--- config.mk ---
export PLATFORM = sky130hd
export DESIGN_NAME = nvram_saver
export DESIGN_NICKNAME = d
export VERILOG_FILES = /design/src/rtl/nvram_saver_pkg.sv /design/src/rtl/nvram_saver_quiet_timer.sv /design/src/rtl/nvram_saver.sv
export SDC_FILE = /design/constraint.sdc
export NUM_CORES = 1
export LEC_CHECK = 0
export BUFFER_PORTS_ARGS = -buffer_cell sky130_fd_sc_hd__buf_2
export CAP_MARGIN = 20
export CORE_UTILIZATION = 50
export CTS_CLUSTER_DIAMETER = 80
export DETAILED_ROUTE_END_ITERATION = 6
export PLACE_DENSITY = 0.7
export SETUP_SLACK_MARGIN = 0.15
export SLEW_MARGIN = 20
export SYNTH_ARGS = -nofsm -noshare
export SYNTH_HDL_FRONTEND = slang
export SYNTH_HIERARCHICAL = 1
export SYNTH_SLANG_ARGS = --single-unit
--- constraint.sdc ---
create_clock -name clk -period 4.4 [get_ports clk]
set_input_delay 0.88 -clock clk [delete_from_list [all_inputs] [get_ports clk]]
set_output_delay 0.88 -clock clk [all_outputs]
set_load 0.01 [all_outputs]
--- src/rtl/nvram_saver_pkg.sv ---
// Shared types and helpers for the NVRAM save streamer.
// Save lengths are byte counts of the cartridge backup RAM.
package nvram_saver_pkg;

  typedef enum logic [2:0] {
    IDLE,
    ADDR,
    WAIT,
    SEND,
    DONE
  } state_t;

  localparam int          LEN_W    = 16;
  localparam logic [15:0] SIZE_8K  = 16'd8192;
  localparam logic [15:0] SIZE_16K = 16'd16384;
  localparam logic [15:0] SIZE_32K = 16'd32768;

  // Any size_sel with the upper bit set selects the full 32 KB image.
  function automatic logic [LEN_W-1:0] len_from_sel(input logic [1:0] size_sel);
    logic [LEN_W-1:0] len;
    case (size_sel)
      2'b00:   len = SIZE_8K;
      2'b01:   len = SIZE_16K;
      default: len = SIZE_32K;
    endcase
    return len;
  endfunction

endpackage

--- src/rtl/nvram_saver_quiet_timer.sv ---
// Quiet-period timer: counts enabled cycles since the last clear and
// holds expired high, saturated, until the next clear.
module nvram_quiet_timer
  import nvram_saver_pkg::*;
#(
  parameter int AUTOSAVE_CYCLES = 53_700_000
) (
  input  logic clk,
  input  logic resetn,
  input  logic clear,
  input  logic count_en,
  output logic expired
);

  localparam int CNT_W = (AUTOSAVE_CYCLES > 2) ? $clog2(AUTOSAVE_CYCLES) : 1;
  localparam logic [CNT_W-1:0] LAST = CNT_W'(AUTOSAVE_CYCLES - 1);

  logic [CNT_W-1:0] cnt_reg;
  logic [CNT_W-1:0] cnt_next;

  always_comb begin
    cnt_next = cnt_reg;
    if (clear) begin
      cnt_next = '0;
    end else if (count_en && (cnt_reg != LAST)) begin
      cnt_next = cnt_reg + CNT_W'(1);
    end
  end

  always_ff @(posedge clk) begin
    if (!resetn) begin
      cnt_reg <= '0;
    end else begin
      cnt_reg <= cnt_next;
    end
  end

  assign expired = (cnt_reg == LAST);

endmodule

--- src/rtl/nvram_saver.sv ---
// Streams the backup NVRAM out through RAM port b, one byte per handshake,
// either on request or automatically after system writes go quiet.
module nvram_saver
  import nvram_saver_pkg::*;
#(
  parameter int ADDR_W          = 15,
  parameter int AUTOSAVE_CYCLES = 53_700_000
) (
  input  logic              clk,
  input  logic              resetn,
  input  logic              nvram_we,
  input  logic              autosave_en,
  input  logic              save_req,
  input  logic              abort,
  input  logic [1:0]        size_sel,
  output logic [ADDR_W-1:0] ram_addr,
  input  logic [7:0]        ram_q,
  output logic [7:0]        dout,
  output logic              dout_valid,
  input  logic              dout_ready,
  output logic              saving,
  output logic              done,
  output logic              dirty
);

  state_t             state_reg, state_next;
  logic [ADDR_W-1:0]  ram_addr_reg, ram_addr_next;
  logic [LEN_W-1:0]   count_reg, count_next;
  logic [LEN_W-1:0]   len_reg, len_next;
  logic [7:0]         dout_reg, dout_next;
  logic               dout_valid_reg, dout_valid_next;
  logic               saving_reg, saving_next;
  logic               done_reg, done_next;
  logic               dirty_reg, dirty_next;
  logic               redirty_reg, redirty_next;

  logic timer_clear;
  logic timer_count_en;
  logic autosave_trig;

  // The quiet period only runs in IDLE; any active save restarts it from zero.
  assign timer_clear    = nvram_we || !autosave_en || (state_reg != IDLE);
  assign timer_count_en = dirty_reg && autosave_en && (state_reg == IDLE);

  nvram_quiet_timer #(
    .AUTOSAVE_CYCLES(AUTOSAVE_CYCLES)
  ) u_quiet_timer (
    .clk     (clk),
    .resetn  (resetn),
    .clear   (timer_clear),
    .count_en(timer_count_en),
    .expired (autosave_trig)
  );

  always_comb begin
    state_next      = state_reg;
    ram_addr_next   = ram_addr_reg;
    count_next      = count_reg;
    len_next        = len_reg;
    dout_next       = dout_reg;
    dout_valid_next = dout_valid_reg;
    saving_next     = saving_reg;
    done_next       = 1'b0;
    dirty_next      = dirty_reg | nvram_we;
    redirty_next    = redirty_reg | (nvram_we && (state_reg != IDLE));

    case (state_reg)
      IDLE: begin
        if (save_req || autosave_trig) begin
          state_next    = ADDR;
          ram_addr_next = '0;
          count_next    = '0;
          len_next      = len_from_sel(size_sel);
          redirty_next  = 1'b0;
          saving_next   = 1'b1;
        end
      end
      ADDR: begin
        state_next = WAIT;
      end
      WAIT: begin
        dout_next       = ram_q;
        dout_valid_next = 1'b1;
        state_next      = SEND;
      end
      SEND: begin
        if (dout_ready) begin
          dout_valid_next = 1'b0;
          if (count_reg == len_reg - LEN_W'(1)) begin
            // A write seen at any point during the save keeps the image stale.
            state_next  = DONE;
            done_next   = 1'b1;
            saving_next = 1'b0;
            dirty_next  = redirty_reg | nvram_we;
          end else begin
            count_next    = count_reg + LEN_W'(1);
            ram_addr_next = ram_addr_reg + ADDR_W'(1);
            state_next    = ADDR;
          end
        end
      end
      DONE: begin
        state_next = IDLE;
      end
      default: begin
        state_next = IDLE;
      end
    endcase

    // Abort wins over a handshake completing in the same cycle.
    if (abort && (state_reg != IDLE)) begin
      state_next      = IDLE;
      dout_valid_next = 1'b0;
      saving_next     = 1'b0;
      done_next       = 1'b0;
      dirty_next      = dirty_reg | nvram_we;
    end
  end

  always_ff @(posedge clk) begin
    if (!resetn) begin
      state_reg      <= IDLE;
      ram_addr_reg   <= '0;
      count_reg      <= '0;
      len_reg        <= SIZE_8K;
      dout_reg       <= '0;
      dout_valid_reg <= 1'b0;
      saving_reg     <= 1'b0;
      done_reg       <= 1'b0;
      dirty_reg      <= 1'b0;
      redirty_reg    <= 1'b0;
    end else begin
      state_reg      <= state_next;
      ram_addr_reg   <= ram_addr_next;
      count_reg      <= count_next;
      len_reg        <= len_next;
      dout_reg       <= dout_next;
      dout_valid_reg <= dout_valid_next;
      saving_reg     <= saving_next;
      done_reg       <= done_next;
      dirty_reg      <= dirty_next;
      redirty_reg    <= redirty_next;
    end
  end

  assign ram_addr   = ram_addr_reg;
  assign dout       = dout_reg;
  assign dout_valid = dout_valid_reg;
  assign saving     = saving_reg;
  assign done       = done_reg;
  assign dirty      = dirty_reg;

endmodule

# Word-level counts from Yosys, hierarchy flattened
# Index checks and enable logic that the tools add are counted.
# totals
inputBits,17
reg_bits,89
output_inout_bits,27
word_cells,80
# classes
add_sub_neg,4
eq_ne,11
reduce_logical,22
n_bitwise,6
n_mux,26
# ops
operator,count
16-bit one-hot mux with 2 select lines,2
16-bit two-way mux,3
15-bit two-way mux,3
15-bit one-hot mux with 2 select lines,1
"26-bit by 1-bit adder with 26-bit output, second input constant",1
"26-bit == test, second input constant",1
"26-bit inequality test, second input constant",1
"16-bit by 1-bit adder with 16-bit output, second input constant",1
16-bit == test,1
"16-bit by 1-bit subtractor with 16-bit output, second input constant",1
"15-bit by 1-bit adder with 15-bit output, second input constant",1
3-bit one-hot mux with 4 select lines,1
1-bit two-way mux,11
3-bit two-way mux,3
4-bit AND reduction,2
"3-bit by 2-bit == test with 1-bit output, second input constant",2
"2-bit inequality test, second input constant",3
2-bit AND reduction,3
1-bit logical AND,5
1-bit one-hot mux with 2 select lines,2
2-bit nonzero test,2
2-bit OR reduction,2
4-bit OR reduction,1
"3-bit by 1-bit == test with 1-bit output, second input constant",1
9 further kinds,15

# Depth between registers and ports, before layout
# Gate-level depths: netlist of the first run.
# depth
depth_word,6
depth_mapped,12
ltp_nobuf,9

# Hierarchy
# The synthesis of the first run kept the hierarchy.
# by_module_without_submodules
module,seq_area_each_um2,cells_each,instances,area_per_inst_um2
nvram_saver,1001.0,306,1,2482.4
nvram_quiet_timer,520.5,157,1,1373.8

# Least setup slack after synthesis of the first run
# Ideal clock, no wire load.
# synth_path
kind,flip-flop to flip-flop
from,register u_quiet_timer.cnt_reg[0]
to,register count_reg[15]
n_path_buf,0
arrival_ns,2.793
period_less_slack_ns,2.863
required_ns,4.330
path_slack_ns,1.537
stages_incl_launch_ff,10
setup_time_ns,0.070
cell_sequence,dfxtp_1 > ha_1 > nand4_1 > or4_4 > nor2_1 > nor2_1 > o31a_1 > or4_4 > or4_1 > a21oi_1
# synth_via
elab_chain_cells,4
# synth_lines
element,line,text
from (decl),nvram_saver_quiet_timer.sv:18,logic [CNT_W-1:0] cnt_reg;
from (signal assigned),nvram_saver_quiet_timer.sv:34,cnt_reg <= cnt_next;
26-bit == test,nvram_saver_quiet_timer.sv:38,assign expired = (cnt_reg == LAST);
named net autosave_trig,nvram_saver.sv:39,logic autosave_trig;
1-bit logical OR,nvram_saver.sv:69,if (save_req || autosave_trig) begin
2-bit by 1-bit inequality test with 1-bit output (no line),-,
4-bit AND reduction (no line),-,
to (signal assigned),nvram_saver.sv:135,count_reg <= count_next;
to (decl),nvram_saver.sv:28,"logic [LEN_W-1:0] count_reg, count_next;"
# The timed path passes the listed nets, and every way through them passes these cells.
# A chain may end at the register's enable or synchronous reset.

# Worst setup path after layout of the first run
# Same ends and word-level chain as after synthesis.

==> results of run 1 <==
==> power by group <==
group          internal [uW]  switching, uW
Clock                    392            260
Sequential               699           10.5
Combinational           37.5           73.9
==> stage by stage <==
stage | total power, uW | instance area [um^2] | hold WS [ns]
floorplan | 805.2 | 3856 | 0.4379
global placement | 833.8 | 4099 | 0.4398
detailed placement | 836.4 | 4099 | 0.4451
CTS | 1489 | 4348 | 0.4568
global route | 1537 | 4348 | 0.4764
finish | 1473 | 4348 | 0.4576
==> cells by family (layout without fill, tap and decap cells) <==
| logic type | count (synthesis) | in the layout |
|---|---|---|
| adder cells (fa/ha/maj) | 4 | 4 |
| multiplexers | 4 | 4 |
| AO/OA/AOI/OAI | 96 | 96 |
| flip-flops | 76 | 76 |
| XOR/XNOR | 20 | 20 |
| AND/OR/NAND/NOR | 226 | 226 |
| buffers and inverters | 37 | 75 |
==> worst paths after layout <==
path	start	endpoint
min reg2reg	dout[5]	dout[5]
max	u_quiet_timer/cnt_reg[0]	count_reg[15]
min	dout[5]	dout[5]
max reg2reg	u_quiet_timer/cnt_reg[0]	count_reg[15]
==> worst register-to-register path, delay by kind of cell (launching register included) <==
kind,cells,cell delay (ns)
AOI/OAI and AO/OA,1,0.15
and+or+nand+nor,7,2.34
adders and majority gates,1,0.24
DFF,1,0.37
==> metal layers <==
| layer | GRT usage [%] | vias up | routed length [um] |
|---|---|---|---|
| li1 | - | 1784 | - |
| met4 | 5.738 | 0 | 64 |
| met3 | 6.091 | 8 | 519 |
| met2 | 32.05 | 101 | 3670 |
| met5 | 0 | - | 0 |
| met1 | 32.92 | 1661 | 4338 |
==> cell type report <==
type	instances	area, um^2
Fill cell	678	3022
Multi-Input combinational cell	350	2171
Sequential cell	76	1521
Timing Repair Buffer	45	230.2
Clock buffer	10	137.6
Tap cell	99	123.9
Clock inverter	6	111.4
Inverter	14	52.55
==> layout by cell type, fill, tap and decap left out, types with 9 or more instances in the layout <==
cell type                  instances
sky130_fd_sc_hd__or4_1             9
sky130_fd_sc_hd__nand3_1          18
sky130_fd_sc_hd__a21oi_1          35
sky130_fd_sc_hd__nor2_1           42
sky130_fd_sc_hd__buf_2            43
sky130_fd_sc_hd__clkbuf_8         10
sky130_fd_sc_hd__o21ai_0          13
sky130_fd_sc_hd__nor4_1           13
sky130_fd_sc_hd__nand2_1          52
sky130_fd_sc_hd__dfxtp_1          76
sky130_fd_sc_hd__and3_1           12
sky130_fd_sc_hd__nand4_1          24
sky130_fd_sc_hd__xnor2_1          11
sky130_fd_sc_hd__inv_1            14
==> impl_metrics.ini, run 1 <==
[detailed_routing]
drcViolationCount = 0
drt-wirelength-per-cell_um = 14.32
totalWireLength_um = 8593
first_iter_violations = 217
detail_route.vias_per_cell = 5.923
routed-via-count = 3554
ant_nets = 0
detail_route.first_pass.iterations = 6

[die]
die_area_mm2 = 0.008068
top_level_ports = 44
die-height_um = 89.82
dieWidth_um = 89.82
num_rows = 31
core_area_mm2 = 0.007370
effective_utilization_at_floorplan_pct = 52.33

[grt]
grt_first_pass_wirelength_um = 14880
grt_pass1_vias = 3082
gr-total-overflow = 0
grt_start_max_net_pins = 27
grt_util_all_layers_pct = 22.37
number_of_antenna_violations_at_the_first_check_in_global_routing = 0

[pwr]
irDropWorstVdd_uv = 243.7
cellLeakagePower_uw = 0.001573
power.density_mw_per_mm2 = 338.9

[critical_path]
cp_common_cell = sky130_fd_sc_hd__nor2_1
crit_path_start_kind = register
timing.reg2reg.worst_path_depth = 9
cp_num_buf_inv = 0
critical_path_depth = 9
timing.critical_path.cells = ha_1, nand4_1, or4_4, nor2_1, nor2_1, or3_1, and4_1, or4_1, a21oi_1
path_max_fanout = 26
worstPathRequired_ns = 4.68
timing.reg2reg.setup_slack_ns = 1.26
critical-path-max-stage-delay_ns = 0.59
slowest_stage = sky130_fd_sc_hd__or4_1
path_class = register to register
path_delay_family = simple AND/OR/NAND/NOR gates
cp_data_arrival_time_ns = 3.43
crit_path_end_kind = register

[timing]
rsz_0062_raised_after_global_routing = false
number_of_failing_hold_endpoints_at_the_final_stage = 0
fin_max_slew_vios = 0
finalWorstSetupSlack_ns = 1.256
setup_viol = 0
finalCriticalPeriod_ns = 3.144
max_freq_ghz = 0.3181
aggregate_negative_setup_slack_ns = 0
worst-slew-pin-transition_ns = 1.035
timing.clock.skew_ns = 0.008471
timing.final.crit_share_pct = 71.45
relSlewSlack_pct = 31.03

[synthesis]
synthesis.nets = 484
synth-edff-count = 0
synthSimpleGateAreaFrac_pct = 32.74
netlist_area_mm2 = 0.003856
synth_top_area_cell = sky130_fd_sc_hd__dfxtp_1
syn_inst = 463
yosys-top-cells-count = 76 x sky130_fd_sc_hd__dfxtp_1, 52 x sky130_fd_sc_hd__nand2_1, 42 x sky130_fd_sc_hd__nor2_1
synth.lib_cells_used.distinct = 62
yosysWarnings = 6
yosys-mux-area-fraction_pct = 1.038
synth-xor-area-share_pct = 4.932
synth_compound_area_share_pct = 16.29
synth-adder-area-share_pct = 1.298
synthesis.area_per_instance_um2 = 8.329
synth.yosys.seq_area_share_pct = 39.45
yosysMostFrequentCell = sky130_fd_sc_hd__dfxtp_1
postSynthRegisterBits = 76
asr_flop_ratio_synth_pct = 0
post-synth-top-area-fraction_pct = 39.45
largest_family_of_logic_cells_by_synthesized_area = simple AND/OR/NAND/NOR gates
ys_dominant_reg_cell = sky130_fd_sc_hd__dfxtp_1
synth.top_cells.by_area = sky130_fd_sc_hd__dfxtp_1 39%, sky130_fd_sc_hd__nand2_1 5.1%, sky130_fd_sc_hd__a21oi_1 4.5%, sky130_fd_sc_hd__nor2_1 4.1%, sky130_fd_sc_hd__nand4_1 3.9%

[run]
max-cap-violations = 0

[hold_path]
number_of_instances_on_the_worst_hold_path = 2
min-delay-path-class = register to register

[cells_and_area]
areaGrowthSynthToFinish_pct = 12.75
final_layout_size_suffix_gt1_share_pct = 16.97
final_nets = 517
num_antenna_cells = 0
largest_register_ff_count = 26
fin_cells = 600
utilization_pct = 59.00

[placed_design]
place.detailed.hpwl_um = 6034
place.gp.congestion = 0.8493
placedCellCount = 584
minimum_setup_slack_after_placement_ns = 1.286
portBuffers = 43

[cts]
cts_tree = built
worst_skew_pair.late_latency_ns = 0.35
clock_sinks = 76
htree_num_levels = 3
post_cts.resized_instances = 0
ctsLongestPathBuffers = 2
cts.repair_timing.setup_buffer_count = 0
cts.reportedPaths.clkPinSlew_ns = 0.08
cts_root_buffer = sky130_fd_sc_hd__clkbuf_8
cts_inserted_buffers = 9
hold_buffers = 0

[status]
run_status = completed
(Power assumes the default switching activity.)
==> run 2: changes to the inputs <==
--- a/config.mk
+++ b/config.mk
@@ -10,7 +10,7 @@
 export CORE_UTILIZATION = 50
 export CTS_CLUSTER_DIAMETER = 80
 export DETAILED_ROUTE_END_ITERATION = 6
-export PLACE_DENSITY = 0.7
+export PLACE_DENSITY = 0.73
 export SETUP_SLACK_MARGIN = 0.15
 export SLEW_MARGIN = 20
 export SYNTH_ARGS = -nofsm -noshare
==> constraint.sdc (replaced) <==
create_clock -name clk -period 2.68 [get_ports clk]
set_input_delay 0.536 -clock clk [delete_from_list [all_inputs] [get_ports clk]]
set_output_delay 0.536 -clock clk [all_outputs]
set_load 0.01 [all_outputs]
==> run 2 against run 1 <==
- total power up 51%
- die area did not move
- largest cell class unchanged
- non-clock buffer count increased by 31
- clock power rose by 27%
==> impl_metrics.ini, run 2 (synthesized netlist as in run 1, its figures left out) <==
[status]
run_status = completed

[grt]
grt_util_all_layers_pct = 23.55
number_of_antenna_violations_at_the_first_check_in_global_routing = 0
grt_start_max_net_pins = 28
grt_pass1_vias = 3367
grt_first_pass_wirelength_um = 15480
gr-total-overflow = 0

[detailed_routing]
totalWireLength_um = 9444
detail_route.vias_per_cell = 5.876
ant_nets = 0
detail_route.first_pass.iterations = 5
drt-wirelength-per-cell_um = 14.97
drcViolationCount = 0
routed-via-count = 3708
first_iter_violations = 179

[cts]
cts_inserted_buffers = 9
ctsLongestPathBuffers = 2
cts.reportedPaths.clkPinSlew_ns = 0.09
hold_buffers = 0
cts_tree = built
worst_skew_pair.late_latency_ns = 0.36
cts_root_buffer = sky130_fd_sc_hd__clkbuf_8
htree_num_levels = 3
clock_sinks = 76

[timing]
timing.final.crit_share_pct = 98.20
finalCriticalPeriod_ns = 2.632
worst-slew-pin-transition_ns = 0.6118
relSlewSlack_pct = 59.13
timing.clock.skew_ns = 0.01192
aggregate_negative_setup_slack_ns = 0
number_of_failing_hold_endpoints_at_the_final_stage = 0
rsz_0062_raised_after_global_routing = true
setup_viol = 0
finalWorstSetupSlack_ns = 0.04835
max_freq_ghz = 0.3800
fin_max_slew_vios = 0

[placed_design]
dpl-instance-area_mm2 = 0.004315
minimum_setup_slack_after_placement_ns = -0.01034
portBuffers = 43
place.detailed.hpwl_um = 6352
place.gp.congestion = 0.8320

[hold_path]
number_of_instances_on_the_worst_hold_path = 2
min-delay-path-class = input port to register

[critical_path]
timing.critical_path.cells = ha_4, nand4_1, or4_4, nor2_4, nor2_4, o31a_1, or4_4, or4_4, a21oi_2
cp_common_cell = sky130_fd_sc_hd__or4_4
cp_data_arrival_time_ns = 2.93
worstPathRequired_ns = 2.98
startpoint = u_quiet_timer/cnt_reg[1]
path_max_fanout = 4
path_class = register to register
timing.reg2reg.setup_slack_ns = 0.05
slowest_stage = sky130_fd_sc_hd__or4_4
critical-path-max-stage-delay_ns = 0.54
critical_path.endpoint = count_reg[15]
crit_path_end_kind = register
timing.reg2reg.worst_path_depth = 9
crit-reg2reg-launch = u_quiet_timer/cnt_reg[1]
crit_path_start_kind = register
timing.rr.end = count_reg[15]

[pwr]
p_sw_uw = 633.0
irDropWorstVdd_uv = 343.9
clkPwrFrac_pct = 37.2
power.share.sequential_pct = 52.6
switching_part_of_the_total_power_pct = 28.52
cellLeakagePower_uw = 0.001726
internal_power_uw = 1587
comb_power_share_pct = 10.2
power.density_mw_per_mm2 = 473.5

[cells_and_area]
total_area_of_multi_input_combinational_cells_mm2 = 0.002308
num_antenna_cells = 0
area.sequential_mm2 = 0.001524
largest_register_ff_count = 26
final_layout_size_suffix_gt1_share_pct = 27.07
fillerInstances = 633
final_nets = 548
final_cell_mix = 74 x sky130_fd_sc_hd__dfxtp_1, 51 x sky130_fd_sc_hd__nand2_1, 44 x sky130_fd_sc_hd__buf_2
layout.cells.most_common = sky130_fd_sc_hd__dfxtp_1
post-route-cell-area_mm2 = 0.004688
areaGrowthSynthToFinish_pct = 21.58

[die]
die_area_mm2 = 0.008068
die-height_um = 89.82
core_area_mm2 = 0.007370
num_rows = 31
effective_utilization_at_floorplan_pct = 52.33
dieWidth_um = 89.82
top_level_ports = 44

[run]
max-cap-violations = 0
[run 2: through the flow]
step | utilization [%] | hold slack [ns] | power, uW | instances
CTS | 61.65 | 0.3841 | 2220 | 625
floorplan | - | 0.4379 | 1323 | 463
global placement | 58.56 | 0.4418 | 1390 | 604
detailed placement | 58.56 | 0.4487 | 1394 | 604
global route | 63.62 | 0.3911 | 2317 | 631
finish | 63.62 | 0.3949 | 2220 | 631
[run 2: how the worst min path moves through the flow]
stage	from	end	slack, ns
after floorplan	redirty_reg	redirty_reg	0.44
after global placement	dout[7]	dout[7]	0.44
after detailed placement	dout[7]	dout[7]	0.45
after CTS	dout_ready	state_reg[0]	0.38
after global routing	dout_ready	state_reg[0]	0.39
final	dout_ready	state_reg[0]	0.39
[run 2: per-layer routing]
metal,global-route usage [%],share of wire (%),vias to the layer above
li1,-,-,1839
met1,31.35,47,1761
met2,37.88,48,96
met3,3.130,3.6,12
met4,10.93,1.4,0
met5,0,0,-
[run 2: final cells by class]
| cell class | count | area share, % |
|---|---|---|
| multi-input combinational | 350 | 49.24 |
| inverter | 14 | 1.121 |
| clock buffer | 9 | 2.642 |
| tap | 99 | 2.642 |
| timing repair buffer | 76 | 10.60 |
| sequential | 76 | 32.51 |
| clock inverter | 7 | 1.254 |
[run 2: worst max-delay path: cells and delay by family, from the launching register on]
kind | cells | cell delay [ns]
compound gates | 2 | 0.39
flops | 1 | 0.36
simple gates | 6 | 1.69
fa+ha+maj | 1 | 0.13
[run 2: power by group through the flow]
stage / sequential (uW) / combinational (uW) / clock, uW
after CTS: 1170 / 208 / 845
after global routing: 1170 / 248 / 898
after detailed placement: 1190 / 203 / 0
final: 1170 / 226 / 826
after global placement: 1190 / 199 / 0
after floorplan: 1190 / 134 / 0
[run 2: repair_timing]
action,4_1_cts,5_1_grt
gates cloned,0,1
gates resized for setup,3,25
setup buffers,5,5
endpoints found under the setup margin,16,20
pin swaps,5,9
==> run 3: changes to the inputs <==
--- a/config.mk
+++ b/config.mk
@@ -8,6 +8,7 @@
 export BUFFER_PORTS_ARGS = -buffer_cell sky130_fd_sc_hd__buf_2
 export CAP_MARGIN = 20
 export CORE_UTILIZATION = 50
+export CTS_BUF_LIST = sky130_fd_sc_hd__clkbuf_16
 export CTS_CLUSTER_DIAMETER = 80
 export DETAILED_ROUTE_END_ITERATION = 6
 export PLACE_DENSITY = 0.73
==> run 3 against run 2 <==
- sequential cell count unchanged
- final area up 2.6%
- core utilization up 1.6 points
- count of clock-buffer cells in the layout unchanged
- total power up 15%
- critical endpoint unchanged
- highest routed layer unchanged
==> impl_metrics.ini, run 3 (synthesized netlist as in run 1, its figures left out) <==
[status]
run_status = completed

[cells_and_area]
utilization_pct = 65.26
post-route-cell-area_mm2 = 0.004810
final_cell_mix = 74 x sky130_fd_sc_hd__dfxtp_1, 51 x sky130_fd_sc_hd__nand2_1, 44 x sky130_fd_sc_hd__buf_2
largest_register_ff_count = 26
total_area_of_multi_input_combinational_cells_mm2 = 0.002321
final_nets = 550
fillerInstances = 614
area.sequential_mm2 = 0.001524
areaGrowthSynthToFinish_pct = 24.72
num_antenna_cells = 0
final_layout_size_suffix_gt1_share_pct = 27.90
layout.cells.most_common = sky130_fd_sc_hd__dfxtp_1

[die]
dieWidth_um = 89.82
core_area_mm2 = 0.007370
top_level_ports = 44
die_area_mm2 = 0.008068
num_rows = 31
effective_utilization_at_floorplan_pct = 52.33
die-height_um = 89.82

[cts]
hold_buffers = 0
worst_skew_pair.late_latency_ns = 0.34
ctsLongestPathBuffers = 2
cts.reportedPaths.clkPinSlew_ns = 0.06
cts_tree = built
cts_inserted_buffers = 9
cts_root_buffer = sky130_fd_sc_hd__clkbuf_16
clock_sinks = 76
htree_num_levels = 3

[timing]
setup_viol = 0
aggregate_negative_setup_slack_ns = 0
fin_max_slew_vios = 0
worst-slew-pin-transition_ns = 0.6055
final.hold.worst_slack_ns = 0.4112
rsz_0062_raised_after_global_routing = true
relSlewSlack_pct = 59.55
max_freq_ghz = 0.3743
timing.final.crit_share_pct = 99.68
finalCriticalPeriod_ns = 2.671
timing.clock.skew_ns = 0.006708
number_of_failing_hold_endpoints_at_the_final_stage = 0

[placed_design]
dpl-instance-area_mm2 = 0.004315
place.detailed.hpwl_um = 6352
portBuffers = 43
place.gp.congestion = 0.8320

[critical_path]
cp_data_arrival_time_ns = 2.95
crit_path_end_kind = register
path_class = register to register
worstPathRequired_ns = 2.95
crit_path_start_kind = register
path_max_fanout = 4

[detailed_routing]
detail_route.first_pass.iterations = 5
routed-via-count = 3760
drcViolationCount = 0
detail_route.vias_per_cell = 5.940
routed-wl-met3_um = 447
top_layer = met4
wl_met1_um = 4466
drt-wirelength-per-cell_um = 15.04
first_iter_violations = 220
totalWireLength_um = 9520
wl_met2_um = 4441
ant_nets = 0

[pwr]
internal_power_uw = 1879
switching_part_of_the_total_power_pct = 26.57
comb_power_share_pct = 8.9
cellLeakagePower_uw = 0.001782
power.density_mw_per_mm2 = 532.1
power.share.sequential_pct = 45.7
p_sw_uw = 679.9
clkPwrFrac_pct = 45.4
irDropWorstVdd_uv = 382.1

[grt]
gr-total-overflow = 0
grt_util_all_layers_pct = 24.13
grt_first_pass_wirelength_um = 15780
grt_pass1_vias = 3374
number_of_antenna_violations_at_the_first_check_in_global_routing = 0
grt_start_max_net_pins = 28

[hold_path]
min-delay-path-class = input port to register

[run]
max-cap-violations = 0
-- run 3: cell count changes in the layout (fill, tap and decap cells not counted), sizes merged --
cell / change
buf: +2
-- run 3: worst max-delay path, stage by stage (launching register included) --
cell and delay (ns):
sky130_fd_sc_hd__dfxtp_2 0.35, sky130_fd_sc_hd__ha_4 0.13, sky130_fd_sc_hd__nand4_1 0.10, sky130_fd_sc_hd__or4_4 0.45, sky130_fd_sc_hd__nor2_4 0.13, sky130_fd_sc_hd__nor2_4 0.05, sky130_fd_sc_hd__o31a_1 0.29, sky130_fd_sc_hd__or4_4 0.54
sky130_fd_sc_hd__or4_1 0.43, sky130_fd_sc_hd__a21oi_2 0.13
-- run 3: cell type report --
class                           instances  share of cell area (%)
Clock buffer                            9                   4.683
Timing Repair Buffer                   78                   10.48
Multi-Input combinational cell        350                   48.26
Tap cell                               99                   2.575
Inverter                               14                   1.093
Sequential cell                        76                   31.69
Clock inverter                          7                   1.223
-- run 3: metrics by stage --
step                cells  setup WS, ns  total power [uW]
finish                633      0.008606              2559
global route          633      -0.06553              2652
CTS                   626       0.05686              2552
detailed placement    604      -0.01034              1394
global placement      604       0.06942              1390
floorplan             463      0.002506              1323
-- run 3: what timing repair did --
action	4_1_cts	5_1_grt
gates cloned	0	1
gates resized for setup	3	27
setup buffers	6	6
endpoints found under the setup margin	16	23
pin swaps	4	10
hold endpoints to repair	0	0
-- run 3: path summary, 6_finish.rpt --
path | from | to | slack (ns) | depth (start not counted)
setup / recovery | u_quiet_timer/cnt_reg[1] | count_reg[15] | 0.009 | 9
hold / removal | dout_ready | state_reg[0] | 0.41 | 2
setup reg to reg | u_quiet_timer/cnt_reg[1] | count_reg[15] | 0.009 | 9
hold reg to reg | dout[5] | dout[5] | 0.46 | 2
-- run 3: power by group through the flow --
| stage | Clock, uW | Combinational [uW] | Sequential (uW) |
|---|---|---|---|
| floorplan | 0 | 134 | 1190 |
| global placement | 0 | 199 | 1190 |
| detailed placement | 0 | 203 | 1190 |
| CTS | 1180 | 210 | 1170 |
| global route | 1230 | 250 | 1170 |
| finish | 1160 | 229 | 1170 |
-- run 3: per-layer routing --
layer / GRT usage (%) / vias to the layer above
met3: 3.976 / 13
met4: 11.48 / 0
met2: 38.01 / 118
met5: 0 / -
li1: - / 1844
met1: 32.20 / 1785
